### src/rtl/clock_set_ctrl.sv
// Run/set sequencing controller for the desk clock's seconds, minutes and hours counters.
// Optional inactivity timeout in set mode is enabled by defining CLOCK_SET_TIMEOUT_EN.
module clock_set_ctrl #(
    parameter int REPEAT_DLY = 4,
    parameter int TIMEOUT_S  = 10
) (
    input  logic       i_sysclk,
    input  logic       i_reset_n,
    input  logic       i_1hz_stb,
    input  logic       i_fast_stb,
    input  logic       i_set_btn,
    input  logic       i_up_btn,
    input  logic       i_sec_max,
    input  logic       i_min_max,
    input  logic       i_hr_max,
    output logic       o_sec_en,
    output logic       o_min_en,
    output logic       o_hr_en,
    output logic       o_sec_clr,
    output logic       o_min_clr,
    output logic       o_hr_clr,
    output logic [1:0] o_mode,
    output logic       o_blink
);

    typedef enum logic [1:0] {
        MODE_RUN     = 2'b00,
        MODE_SET_HR  = 2'b01,
        MODE_SET_MIN = 2'b10
    } mode_t;

    localparam logic [3:0] HOLD_MAX = 4'(REPEAT_DLY);

    mode_t      mode_q, mode_d;
    logic       set_btn_q, set_btn_d;
    logic       up_btn_q, up_btn_d;
    logic [3:0] hold_q, hold_d;
    logic       blink_q, blink_d;
    logic       sec_en_q, sec_en_d, sec_clr_q, sec_clr_d;
    logic       min_en_q, min_en_d, min_clr_q, min_clr_d;
    logic       hr_en_q, hr_en_d, hr_clr_q, hr_clr_d;

`ifdef CLOCK_SET_TIMEOUT_EN
    localparam logic [5:0] IDLE_LAST = 6'(TIMEOUT_S - 1);
    logic [5:0] idle_q, idle_d;
`endif

    logic set_press, up_press, rep_inc, field_inc;

    assign set_press = i_set_btn & ~set_btn_q;
    assign up_press  = i_up_btn & ~up_btn_q;

    // NOTE: every signal gets a default before any branch so no latch is inferred.
    always_comb begin
        mode_d    = mode_q;
        set_btn_d = i_set_btn;
        up_btn_d  = i_up_btn;
        hold_d    = hold_q;
        blink_d   = blink_q;
        sec_en_d  = 1'b0;
        sec_clr_d = 1'b0;
        min_en_d  = 1'b0;
        min_clr_d = 1'b0;
        hr_en_d   = 1'b0;
        hr_clr_d  = 1'b0;
        rep_inc   = 1'b0;
`ifdef CLOCK_SET_TIMEOUT_EN
        idle_d    = idle_q;
`endif

        // Hold counter saturates at HOLD_MAX; strobes beyond that are repeat increments.
        if (up_press || !i_up_btn) begin
            hold_d = 4'd0;
        end else if (i_fast_stb) begin
            if (hold_q == HOLD_MAX) rep_inc = 1'b1;
            else                    hold_d  = hold_q + 4'd1;
        end

        // A SET press in the same cycle swallows any UP increment.
        field_inc = (up_press | rep_inc) & ~set_press;

        case (mode_q)
            MODE_RUN: begin
                if (i_1hz_stb) begin
                    sec_clr_d = i_sec_max;
                    sec_en_d  = ~i_sec_max;
                    min_clr_d = i_sec_max & i_min_max;
                    min_en_d  = i_sec_max & ~i_min_max;
                    hr_clr_d  = i_sec_max & i_min_max & i_hr_max;
                    hr_en_d   = i_sec_max & i_min_max & ~i_hr_max;
                end
                if (set_press) mode_d = MODE_SET_HR;
            end
            MODE_SET_HR: begin
                hr_clr_d = field_inc & i_hr_max;
                hr_en_d  = field_inc & ~i_hr_max;
                if (set_press) mode_d = MODE_SET_MIN;
            end
            MODE_SET_MIN: begin
                min_clr_d = field_inc & i_min_max;
                min_en_d  = field_inc & ~i_min_max;
                if (set_press) begin
                    mode_d    = MODE_RUN;
                    sec_clr_d = 1'b1;
                end
            end
            default: mode_d = MODE_RUN;
        endcase

`ifdef CLOCK_SET_TIMEOUT_EN
        if (mode_q == MODE_RUN || set_press || up_press) begin
            idle_d = 6'd0;
        end else if (i_1hz_stb) begin
            if (idle_q == IDLE_LAST) begin
                idle_d    = 6'd0;
                mode_d    = MODE_RUN;
                sec_clr_d = 1'b1;
            end else begin
                idle_d = idle_q + 6'd1;
            end
        end
`endif

        if (mode_d != mode_q || mode_q == MODE_RUN) blink_d = 1'b0;
        else if (i_fast_stb)                        blink_d = ~blink_q;
    end

    // NOTE: sequential state uses non-blocking assignments so all flops update together.
    always_ff @(posedge i_sysclk or negedge i_reset_n) begin
        if (!i_reset_n) begin
            mode_q    <= MODE_RUN;
            set_btn_q <= 1'b0;
            up_btn_q  <= 1'b0;
            hold_q    <= 4'd0;
            blink_q   <= 1'b0;
            sec_en_q  <= 1'b0;
            sec_clr_q <= 1'b0;
            min_en_q  <= 1'b0;
            min_clr_q <= 1'b0;
            hr_en_q   <= 1'b0;
            hr_clr_q  <= 1'b0;
`ifdef CLOCK_SET_TIMEOUT_EN
            idle_q    <= 6'd0;
`endif
        end else begin
            mode_q    <= mode_d;
            set_btn_q <= set_btn_d;
            up_btn_q  <= up_btn_d;
            hold_q    <= hold_d;
            blink_q   <= blink_d;
            sec_en_q  <= sec_en_d;
            sec_clr_q <= sec_clr_d;
            min_en_q  <= min_en_d;
            min_clr_q <= min_clr_d;
            hr_en_q   <= hr_en_d;
            hr_clr_q  <= hr_clr_d;
`ifdef CLOCK_SET_TIMEOUT_EN
            idle_q    <= idle_d;
`endif
        end
    end

    assign o_mode    = mode_q;
    assign o_blink   = blink_q;
    assign o_sec_en  = sec_en_q;
    assign o_sec_clr = sec_clr_q;
    assign o_min_en  = min_en_q;
    assign o_min_clr = min_clr_q;
    assign o_hr_en   = hr_en_q;
    assign o_hr_clr  = hr_clr_q;

endmodule
### config.mk
export PLATFORM = sky130hd
export DESIGN_NAME = clock_set_ctrl
export DESIGN_NICKNAME = d
export VERILOG_FILES = /design/src/rtl/clock_set_ctrl.sv
export SDC_FILE = /design/constraint.sdc
export NUM_CORES = 1
export LEC_CHECK = 0
export BUFFER_PORTS_ARGS = -buffer_cell sky130_fd_sc_hd__buf_2
export CORE_MARGIN = 10
export CORE_UTILIZATION = 25
export DETAILED_ROUTE_END_ITERATION = 10
export PLACE_DENSITY_LB_ADDON = 0.05
export REMOVE_ABC_BUFFERS = 1
export SETUP_SLACK_MARGIN = 0.3
export SYNTH_ARGS = -nofsm -noshare
export SYNTH_HDL_FRONTEND = slang
export SYNTH_SLANG_ARGS = --single-unit
### constraint.sdc
create_clock -name i_sysclk -period 1.8 [get_ports i_sysclk]
set_input_delay 0.18 -clock i_sysclk [delete_from_list [all_inputs] [get_ports i_sysclk]]
set_output_delay 0.18 -clock i_sysclk [all_outputs]
set_load 0.03 [all_outputs]
==> flow_summary.ini <==
[cts]
cts_sinks = 15
ctsHtreeMaxLevel = 1
clk_path_buf_depth = 2
root_buffer = clkbuf_4
cts.clk_slew.worst_paths_ns = 0.10
worstSkewPairLatency_ns = 0.29
cts_inserted_buffers = 3
cts_tree = yes

[grt]
track_usage = 0.0680
grt_pass1_vias = 552
grt_first_pass_wirelength_um = 2790
grt_max_degree = 16
gr-total-overflow = 0
antenna_found_initial = 0

[outcome]
status = finished clean

[die]
die_y_um = 73.0
rows = 19
dieArea_mm2 = 0.00533
ios = 18
die_x_um = 73.0
core_mm2 = 0.00273
start_util = 0.257

[yosys]
synth_common_cells = dfrtp_1, nand2_1, a21oi_1, inv_1
synth_most_common_cell = dfrtp_1
synthFlopType = dfrtp_1
ys_types = 31
synth_area_um2 = 703
syn_avg_cell_area_um2 = 11.2
synth_largest_area_cell = dfrtp_1
synth_edf_count = 0
synth.top_cell.area_share = 0.534
yosysWarnings = 0
async_flop_share = 1.00
yosysSeqAreaShare = 0.534
syn_inst = 63
ys_ff_latch = 15
synth.top_cells.by_area = dfrtp_1, ha_1, a21oi_1, nand2_1, nand4_1

[sta]
relSlewSlack = 0.767
hold_ws_ns = 0.0480
slew_viol_final = 0
rsz0062_at_grt = no
tightest_slew_ns = 0.350
skew_ns = 0.0121
fin_crit_sh = 0.775
setup_tns_ns = 0
setup_violations = 0
period_minus_slack_ns = 1.39
hold_violations = 0
fmax_ghz = 0.717

[finish]
drive_gt1_frac = 0.321
num-nets-final = 96
antenna_cells = 0
area_growth_pct = 24.4

[worst_setup_path]
path_cells = inv_1 > ha_4 > and4b_1 > o2111ai_1 > a211oi_2
critPathBufInv = 1
crit_required_ns = 2.01
crit_type = reg -> reg
critical_path.top_delay_family = flip-flops
cp_slowest_cell = dfrtp_1
worst_setup_path_start_kind = flop
arrival_ns = 1.61
cp-end-kind = flop
crit_path_max_incr_delay_ns = 0.41
crit_fanout = 4

[placement]
io_buffers = 17
place_hpwl_um = 1230
routabilityCongestion = 0.677

[route]
num_vias = 540
drtPass1Iterations = 4
routed_wl_um = 1620
drc = 0
viasPerCell = 4.70
ant_nets = 0
drt_iter0_markers = 39
wire_per_inst_um = 14.1

[job]
max-cap-violations = 0

[worst_hold_path]
worst_hold_path_type = in -> reg

[power]
leakage_nw = 0.441
power.density_mw_per_mm2 = 1090
power_w = 0.000950
ir_worst_vdd_v = 0.000484
[layout make-up]
class                   instances  area (um^2)
repair buffers                 20          113
clock inverters                 1         5.00
clock buffers                   3         22.5
fillers                       293         1860
flip-flops and latches         15          375
multi-input cells              41          305
well taps                      31         38.8
inverters                       4         15.0
[routing by layer]
layer,part of all wire,vias to the layer above,track usage
met3,0.070,2,0.0395
li1,-,275,-
met4,0.0080,0,0.0253
met2,0.44,12,0.0917
met5,0,-,0
met1,0.48,251,0.0862
[where the power goes]
| group | internal [W] | switching, W | total [W] |
|---|---|---|---|
| registers | 0.000388 | 0.0000664 | 0.000454 |
| logic | 0.000102 | 0.000195 | 0.000297 |
| clock network | 0.0000825 | 0.000117 | 0.000199 |
| total | 0.000572 | 0.000378 | 0.000950 |
[stage by stage]
step           cells  cell area [um^2]  utilization  worst slack (ns)
2_1_floorplan     60               683            -             0.494
3_3_place_gp     108               807        0.295             0.363
3_5_place_dp     108               807        0.295             0.346
4_1_cts          113               845        0.309             0.303
5_1_grt          115               875        0.320             0.330
6_report         115               875        0.320             0.405
[state kept, by name (all words and copies together) (netlist names)]
register / cells
hold_q: 4
o_mode: 2
o_sec_clr: 1
o_sec_en: 1
set_btn_q: 1
o_min_en: 1
o_blink: 1
o_hr_clr: 1
o_hr_en: 1
o_min_clr: 1
up_btn_q: 1
[worst reg2reg max path: cells and delay by family (launching register included)]
| kind | cells | cell delay (ns) |
|---|---|---|
| flops | 1 | 0.41 |
| compound gates | 2 | 0.39 |
| simple gates | 1 | 0.25 |
| fa+ha+maj | 1 | 0.16 |
| buf+inv | 1 | 0.12 |
[what timing repair did]
action | 4_1_cts | 5_1_grt
hold endpoints to repair | 15 | 1
gates resized for setup | 0 | 3
endpoints found under the setup margin | 0 | 5
hold buffers | 1 | 1
buffers inserted | 0 | 1
[cell families (layout without fill, tap and decap cells)]
kind of cell / Yosys count / in the layout / synth area share
simple gates: 22 / 22 / 0.174
compound gates: 15 / 15 / 0.178
flops: 15 / 15 / 0.534
buf+inv: 7 / 28 / 0.0498
fa+ha+maj: 2 / 2 / 0.0356
xor+xnor: 1 / 1 / 0.0125
mux: 1 / 1 / 0.0160
[cell usage in the layout, fill, tap and decap left out, drive strengths merged, types with 2 or more instances in the layout]
cell type    Yosys  layout
inv              4       4
nand2            5       5
a211oi           2       2
buf              2      18
dlygate4sd3      0       2
nor2             3       3
ha               2       2
nand4            3       3
a21oi            4       4
nor2b            2       2
nand2b           2       2
clkbuf           1       3
dfrtp           15      15
o2111ai          2       2
[final timing paths]
kind / from / end / slack (ns) / cells after the start
setup / recovery: hold_q[1] / o_min_en / 0.41 / 5
hold / removal: i_hr_max / o_hr_en / 0.05 / 2
setup reg to reg: hold_q[1] / o_min_en / 0.41 / 5
hold reg to reg: o_blink / o_blink / 0.49 / 1
max in group asynchronous: i_reset_n / hold_q[1] / 1.22 / 2
min in group asynchronous: i_reset_n / o_sec_en / 0.31 / 2
No activity file was read; power rests on OpenSTA's default activity.
